**config.mk**
```make
export PLATFORM = sky130hd
export DESIGN_NAME = compose_power
export DESIGN_NICKNAME = d
export VERILOG_FILES = /design/src/rtl/compose_power_pkg.sv /design/src/rtl/compose_power_dim.sv /design/src/rtl/compose_power.sv
export SDC_FILE = /design/constraint.sdc
export NUM_CORES = 1
export LEC_CHECK = 0
export BUFFER_PORTS_ARGS = -buffer_cell sky130_fd_sc_hd__buf_2
export CORE_MARGIN = 3
export CORE_UTILIZATION = 52
export CTS_CLUSTER_DIAMETER = 150
export CTS_CLUSTER_SIZE = 25
export DETAILED_ROUTE_END_ITERATION = 7
export PLACE_DENSITY = 0.77
export RECOVER_POWER = 100
export SLEW_MARGIN = 20
export SYNTH_ARGS = -nofsm -noshare
export SYNTH_HDL_FRONTEND = slang
export SYNTH_SLANG_ARGS = --single-unit
```
**constraint.sdc**
```tcl
create_clock -name clk_i -period 2 [get_ports clk_i]
set_input_delay 0.2 -clock clk_i [delete_from_list [all_inputs] [get_ports clk_i]]
set_output_delay 0.2 -clock clk_i [all_outputs]
set_load 0.01 [all_outputs]
```
**src/rtl/compose_power_pkg.sv**
```systemverilog
// Shared types and default sizes for the hypercube path-composition block.
package compose_power_pkg;

  localparam int unsigned WIDTH_DEF = 5;  // node address width
  localparam int unsigned NW_DEF    = 3;  // dimension index width, clog2(WIDTH)
  localparam int unsigned HW_DEF    = 3;  // hop counter width

  typedef enum logic [1:0] {
    ST_IDLE  = 2'd0,
    ST_ACCUM = 2'd1,
    ST_DONE  = 2'd2
  } state_e;

endpackage

```
**src/rtl/compose_power_dim.sv**
```systemverilog
// Dimension index to one-hot toggle mask, flagging indices beyond the cube.
module dim_decode
  import compose_power_pkg::*;
#(
  parameter int unsigned WIDTH = WIDTH_DEF,
  parameter int unsigned NW    = NW_DEF
) (
  input  logic [NW-1:0]    n_i,
  output logic [WIDTH-1:0] onehot_o,
  output logic             range_err_o
);

  // Index is out of range when it names a dimension the cube does not have.
  assign range_err_o = (32'(n_i) >= WIDTH);

  // One-hot decode; all-zero for out-of-range indices.
  always_comb begin
    onehot_o = '0;
    for (int unsigned i = 0; i < WIDTH; i++) begin
      if (32'(n_i) == i) onehot_o[i] = 1'b1;
    end
  end

endmodule

```
**src/rtl/compose_power.sv**
```systemverilog
// Rebuilds a destination node address from a stream of hypercube dimension
// indices, counting hops and flagging malformed streams.
module compose_power
  import compose_power_pkg::*;
#(
  parameter int unsigned WIDTH = WIDTH_DEF,
  parameter int unsigned NW    = NW_DEF,
  parameter int unsigned HW    = HW_DEF
) (
  input  logic             clk_i,
  input  logic             rst_ni,
  input  logic [WIDTH-1:0] base_i,
  input  logic             in_valid_i,
  output logic             in_ready_o,
  input  logic [NW-1:0]    n_i,
  input  logic             last_i,
  output logic             out_valid_o,
  input  logic             out_ready_i,
  output logic [WIDTH-1:0] num_o,
  output logic [HW-1:0]    hops_o,
  output logic             err_o
);

  state_e           state_q;
  logic             out_valid_q;
  logic [WIDTH-1:0] acc_q, acc_d;
  logic [WIDTH-1:0] mask_q, mask_d;
  logic [HW-1:0]    hops_q, hops_d;
  logic             err_q, err_d;
  logic [WIDTH-1:0] onehot;
  logic             range_err;
  logic             beat;

  dim_decode #(
    .WIDTH (WIDTH),
    .NW    (NW)
  ) u_dim_decode (
    .n_i         (n_i),
    .onehot_o    (onehot),
    .range_err_o (range_err)
  );

  assign in_ready_o  = (state_q != ST_DONE);
  assign beat        = in_valid_i && in_ready_o;
  assign out_valid_o = out_valid_q;
  assign num_o       = acc_q;
  assign hops_o      = hops_q;
  assign err_o       = err_q;

  // Next accumulator/mask/hops/err; first beat reloads from base_i.
  always_comb begin
    acc_d  = acc_q;
    mask_d = mask_q;
    hops_d = hops_q;
    err_d  = err_q;
    if (beat) begin
      if (state_q == ST_IDLE) begin
        acc_d  = base_i;
        mask_d = '0;
        hops_d = '0;
        err_d  = 1'b0;
        if (range_err) begin
          err_d = 1'b1;
        end else begin
          acc_d  = base_i ^ onehot;
          mask_d = onehot;
          hops_d = HW'(1);
        end
      end else if (range_err) begin
        err_d = 1'b1;
      end else begin
        acc_d  = acc_q ^ onehot;
        mask_d = mask_q | onehot;
        if ((mask_q & onehot) != '0) err_d = 1'b1;
        // Saturated counter stays put and marks the stream as malformed.
        if (hops_q == '1) err_d = 1'b1;
        else              hops_d = hops_q + HW'(1);
      end
    end
  end

  // Stream FSM plus result registers, synchronous active-low reset.
  always_ff @(posedge clk_i) begin
    if (!rst_ni) begin
      state_q     <= ST_IDLE;
      out_valid_q <= 1'b0;
      acc_q       <= '0;
      mask_q      <= '0;
      hops_q      <= '0;
      err_q       <= 1'b0;
    end else begin
      acc_q  <= acc_d;
      mask_q <= mask_d;
      hops_q <= hops_d;
      err_q  <= err_d;
      case (state_q)
        ST_IDLE, ST_ACCUM: begin
          if (beat) begin
            if (last_i) begin
              state_q     <= ST_DONE;
              out_valid_q <= 1'b1;
            end else begin
              state_q <= ST_ACCUM;
            end
          end
        end
        ST_DONE: begin
          if (out_ready_i) begin
            state_q     <= ST_IDLE;
            out_valid_q <= 1'b0;
          end
        end
        default: begin
          state_q     <= ST_IDLE;
          out_valid_q <= 1'b0;
        end
      endcase
    end
  end

endmodule
```
==> impl_results.md, run 1 <==
* Crit path buf inv count at 0
* Final HPWL DP at 1830 um
* Io pins at 24
* Initial antenna violation count at 0
* Setup crit start kind: register
* Area of the mapped netlist at 1070 um^2
* CTS max path bufs at 2
* CP max FO at 13
* Worst min-delay path startpoint: rst_ni
* Cells along the critical path: or2b_2 > and3_1 > a311oi_1 > a31oi_1
* Nets at 170
* Syn Nets at 151
* Routed vias at 1109
* ANT cells at 0
* Area grow syn2layout at 7.92%
* Slew margin rel. at 0.420
* Total gr overflow at 0
* Root cell of the clock tree: clkbuf_4
* Clock transition at path regs at 0.10 ns
* CP required at 2.17 ns
* Hold Path Stages at 3
* GPL Wtd Cong at 0.870
* Critical Path AT at 1.99 ns
* Status: finished, final reports clean
* Sequential area share after synthesis at 0.317
* Crit path max-delay family: simple AND/OR/NAND/NOR gates
* Synth top area cells: dfxtp_1 (32%), nor2_1 (8.0%), buf_6 (5.2%), a31oi_1 (4.1%), a21oi_1 (3.7%)
* Hold Path Class: in2reg
* Crit-path max cell delay at 0.53 ns
* RR Startpoint: state_q[1]$_SDFFE_PN0P_
* Leak at 0.452 nW
* Hold Violations, Final at 0
* Total wire length at 2610 um
* CTS Buf Count at 3
* Crit Reg-Reg Endpoint: num_o[2]$_SDFFE_PN0P_
* CTS tree: yes
* CP Capture Type: register
* Final setup margin at 0.172 ns
* Worst VDD drop at 0.497 mV
* Syn avg cell area at 7.90 um^2
* Synth Flop Type: dfxtp_1
* WL/cell at 14.6 um
* Hold_buf cts at 0
* CTS sink cnt at 17
* IO Port Bufs at 23
* Setup Crit Path Kind: reg2reg
* Antenna viol nets, final at 0
* Synth top area share at 0.317
* Max Slew Vio Count at 0
* R2r worst-path depth at 4
* Multi-input logic area at 646 um^2
* Async set-or-reset flop fraction in the synthesized netlist at 0
* Pin count of the biggest net entering global routing at 17
* Top-count cell post-synth: nor2_1
* Initial detailed-routing violation count at 27
* FP Rows at 15
* Worst Skew at 0.00692 ns
* Number of global-route vias before repair at 1017
* Worst-skew pair later-pin latency at 0.29 ns
* Post-CTS Setup Inserts at 0
* Die W at 51.5 um
* TNS Setup at 0 ns
* Post-CTS sizing at 0
* Flop2flop setup slack at 0.17 ns
* Hold Path Sink: err_o$_SDFFE_PN0P_
* Flop pwr share at 0.518
* Storage cell area at 340 um^2
* Post-synth top cells: nor2_1 (23), dfxtp_1 (17), nand2_1 (10)
* Synth unique cells at 40
* Number of flops mapped to enable cells by yosys at 0
* P_int at 0.500 mW
* Least-Margin Pin Slew at 0.867 ns
* Starting Density at 0.584
* Flops & latches, synth at 17
* Combinational share of power at 0.229
* H-tree depth at 1
* Maxcap violations at 0
* First-pass GRT wire length at 4410 um
* Worst slack, placed at 0.220 ns
* Fill count at 177
* Mapped Cells at 136
* Die height at 51.5 um
* Sw frac at 0.318
* Vias per inst at 6.20
* Total Routing Usage GR at 0.219
* Max frequency at 547 MHz
* Layout cells sized above 1 at 0.169
* Setup violators final at 0
* Power share of the clock group at 0.254
* RSZ-0062 raised after global routing: false
* Fin crit share at 0.914
* Switch Pwr at 0.234 mW
* Core area at 1840 um^2
* Die area at 2650 um^2
* CP max-delay cell: dfxtp_1
* Final min period at 1.83 ns
* Synth Warn # at 0
* First-pass iteration count of the detailed router at 4
* DR DRC count at 0
* Dominant cell type by area after synthesis: dfxtp_1
* Power per cell area at 633 nW/um^2
==> worst register-to-register path: stages (launching register included) <==
cell	delay [ns]
dfxtp_1	0.53
or2b_2	0.36
and3_1	0.34
a311oi_1	0.35
a31oi_1	0.13
==> state kept, by name, indices dropped and copies added (netlist names) <==
signal / cells
out_valid_o: 1
err_o: 1
mask_q: 5
state_q: 2
hops_o: 3
num_o: 5
==> cells by family (layout without fill, tap and decap cells) <==
group | Yosys count | after routing | synth area share
AND/OR/NAND/NOR | 70 | 70 | 0.347
AO/OA/AOI/OAI | 34 | 34 | 0.221
multiplexers | 1 | 1 | 0.00931
flip-flops | 17 | 17 | 0.317
adder cells (fa/ha/maj) | 2 | 2 | 0.0233
buffers and inverters | 12 | 30 | 0.0827
==> placed cells by master, fill, tap and decap left out, types with 2 or more instances in the layout <==
master	instances
a22oi_1	3
nor2_1	23
or4_1	2
inv_1	2
o21ai_0	4
nand2_1	10
nor2b_1	4
ha_1	2
a21oi_1	8
nand3_1	5
and3_2	2
dfxtp_1	17
clkbuf_1	12
a311oi_1	3
a31oi_1	7
a32oi_1	2
clkbuf_4	3
buf_2	12
nor3_1	8
nor3b_1	4
nand4_1	2
==> layer usage <==
metal  global-route usage  up-vias  part of all wire
met4                0.122        0             0.014
li1                     -      545                 -
met5                    0        -                 0
met2                0.328       42              0.45
met3               0.0408        7             0.070
met1                0.290      515              0.47
==> worst max path at each step <==
stage                     cells past startpoint                     from                endpoint  slack [ns]
after floorplan                               5   hops_o[0]$_SDFFE_PN0P_      err_o$_SDFFE_PN0P_        0.52
after global placement                        4  state_q[0]$_SDFFE_PN0P_  mask_q[1]$_SDFFE_PN0P_        0.32
after detailed placement                      4  state_q[1]$_SDFFE_PN0P_   num_o[2]$_SDFFE_PN0P_        0.22
after CTS                                     4  state_q[1]$_SDFFE_PN0P_   num_o[2]$_SDFFE_PN0P_        0.22
after global routing                          4  state_q[0]$_SDFFE_PN0P_   num_o[4]$_SDFFE_PN0P_        0.07
final                                         4  state_q[1]$_SDFFE_PN0P_   num_o[2]$_SDFFE_PN0P_        0.17
==> final cells by class <==
cell class              count  share of cell area
clock buffers               4              0.0227
inverters                   2             0.00647
repair buffers             24              0.0939
flip-flops and latches     17               0.293
well taps                  25              0.0270
multi-input cells         107               0.557
==> power by group through the flow <==
stage	Sequential, mW	Combinational, mW	Clock (mW)
6_report	0.380	0.168	0.186
2_1_floorplan	0.385	0.130	0
3_3_place_gp	0.386	0.165	0
5_1_grt	0.384	0.189	0.202
4_1_cts	0.379	0.170	0.190
3_5_place_dp	0.386	0.169	0
==> per-stage QoR <==
| step | hold slack [ns] | instances | total power, mW | util | instance area (um^2) |
|---|---|---|---|---|---|
| floorplan | 0.334 | 136 | 0.515 | - | 1070 |
| global placement | 0.469 | 175 | 0.551 | 0.624 | 1150 |
| detailed placement | 0.472 | 175 | 0.555 | 0.624 | 1150 |
| CTS | 0.160 | 179 | 0.738 | 0.638 | 1170 |
| global route | 0.172 | 179 | 0.774 | 0.631 | 1160 |
| finish | 0.166 | 179 | 0.734 | 0.631 | 1160 |
Power figures use the tool's default switching activity.
==> run 2: changes to the inputs <==
--- a/config.mk
+++ b/config.mk
@@ -7,11 +7,10 @@
 export LEC_CHECK = 0
 export BUFFER_PORTS_ARGS = -buffer_cell sky130_fd_sc_hd__buf_2
 export CORE_MARGIN = 3
-export CORE_UTILIZATION = 52
+export CORE_UTILIZATION = 30
 export CTS_CLUSTER_DIAMETER = 150
 export CTS_CLUSTER_SIZE = 25
 export DETAILED_ROUTE_END_ITERATION = 7
-export PLACE_DENSITY = 0.77
 export RECOVER_POWER = 100
 export SLEW_MARGIN = 20
 export SYNTH_ARGS = -nofsm -noshare
==> run 2 against run 1 <==
Hold slack worse by 0.021 ns. First-iteration DRC count rose to 4.0 times the previous value. Critical path depth is the same. Power increased by 1.2%. Cell count is 11% higher. Clock power grew 6%. Non-clock buffer count down 1. Setup slack improved by 0.051 ns. Die area rose by 64%. Maximum frequency grew 2.8%.
==> impl_results.md, run 2 (synthesis gave the netlist of run 1 again) <==
* Setup Crit Path Kind: reg2reg
* Placed insts at 195
* CP max FO at 13
* Status: finished, final reports clean
* WL/cell at 13.6 um
* Storage cell area at 342 um^2
* Power per cell area at 629 nW/um^2
* CP required at 2.17 ns
* Layout cells sized above 1 at 0.176
* Io pins at 24
* Cells along the critical path: or2b_2 > and3_1 > a311oi_1 > a31oi_1
* Max Slew Vio Count at 0
* IO Port Bufs at 23
* Crit path buf inv count at 0
* RSZ-0062 raised after global routing: false
* Worst hold margin at 0.145 ns
* Most common cell after layout, fill and taps aside: nor2_1
* Core area at 3390 um^2
* CP max-delay cell: dfxtp_1
* Final HPWL DP at 1930 um
* Leak at 0.450 nW
* First-pass GRT wire length at 4550 um
* Die W at 65.9 um
* Setup violators final at 0
* Die area at 4340 um^2
* Root cell of the clock tree: clkbuf_4
* Max frequency at 563 MHz
* DR DRC count at 0
* Total gr overflow at 0
* Hold_buf cts at 0
* Worst VDD drop at 0.137 mV
* CTS sink cnt at 17
* Fill count at 374
* Maxcap violations at 0
* Hold Path Class: in2reg
* Area grow syn2layout at 9.89%
* Slew margin rel. at 0.460
* Routed vias at 1092
* CP Capture Type: register
* Vias per inst at 5.49
* Worst-skew pair later-pin latency at 0.30 ns
* Nets at 169
* Critical Path AT at 1.94 ns
* Die height at 65.9 um
* Total Routing Usage GR at 0.135
* FP Rows at 21
* Area of placed instances at 1170 um^2
* Worst Skew at 0.00445 ns
* Starting Density at 0.317
* Initial detailed-routing violation count at 107
* Hold Violations, Final at 0
* TNS Setup at 0 ns
* CTS Buf Count at 3
* Flop2flop setup slack at 0.22 ns
* Commonest cells after routing, fill and taps aside: nor2_1 (23), dfxtp_1 (16), buf_2 (12), clkbuf_1 (11), nand2_1 (10)
* Final instance area at 1180 um^2
* H-tree depth at 1
* Crit path max-delay family: simple AND/OR/NAND/NOR gates
* Initial antenna violation count at 0
* Fin crit share at 0.889
* Finished Layout Cells at 199
* Clock transition at path regs at 0.11 ns
* CTS tree: yes
* Pin count of the biggest net entering global routing at 17
* GPL Wtd Cong at 0.738
* Total wire length at 2700 um
* ANT cells at 0
* First-pass iteration count of the detailed router at 4
* Crit-path max cell delay at 0.55 ns
* Number of global-route vias before repair at 1001
* Antenna viol nets, final at 0
* Final min period at 1.78 ns
* Setup crit start kind: register
* Multi-input logic area at 646 um^2
* Total power at 0.743 mW
* Least-Margin Pin Slew at 0.807 ns
* CTS max path bufs at 2
run 2: path summary, 6_finish.rpt:
path / end / start / depth (start not counted)
worst min-delay path: err_o$_SDFFE_PN0P_ / rst_ni / 3
worst max-delay path: num_o[2]$_SDFFE_PN0P_ / state_q[1]$_SDFFE_PN0P_ / 4
worst min register to register: out_valid_o$_SDFFE_PN0P_ / out_valid_o$_SDFFE_PN0P_ / 2
worst max register to register: num_o[2]$_SDFFE_PN0P_ / state_q[1]$_SDFFE_PN0P_ / 4
run 2: layer usage:
layer | global-route usage | wire, um
met4 | 0.0622 | 28
met3 | 0.0170 | 155
met2 | 0.219 | 1320
met1 | 0.175 | 1190
met5 | 0 | 0
run 2: power by group:
| group | switching (mW) | internal [mW] | total, mW |
|---|---|---|---|
| Combinational | 0.101 | 0.0638 | 0.165 |
| Clock | 0.123 | 0.0745 | 0.197 |
| Sequential | 0.0218 | 0.358 | 0.380 |
run 2: layout make-up:
| cell class | count | share of cell area |
|---|---|---|
| Multi-Input combinational cell | 107 | 0.547 |
| Sequential cell | 17 | 0.289 |
| Timing Repair Buffer | 23 | 0.0858 |
| Tap cell | 46 | 0.0487 |
| Clock buffer | 3 | 0.0191 |
| Inverter | 2 | 0.00636 |
| Clock inverter | 1 | 0.00424 |
run 2: worst min-delay path, stage by stage:
cell and delay [ns]:
buf_2 0.10, o221ai_1 0.06, nor2_1 0.05
run 2: through the flow:
stage / util / worst slack (ns)
floorplan: - / 0.522
global placement: 0.344 / 0.271
detailed placement: 0.344 / 0.210
CTS: 0.352 / 0.172
global route: 0.348 / 0.0564
finish: 0.348 / 0.223
run 2: what timing repair did:
action	in CTS	in global routing
buffers inserted	0	0
gates resized for setup	0	1
endpoints found under the setup margin	0	1
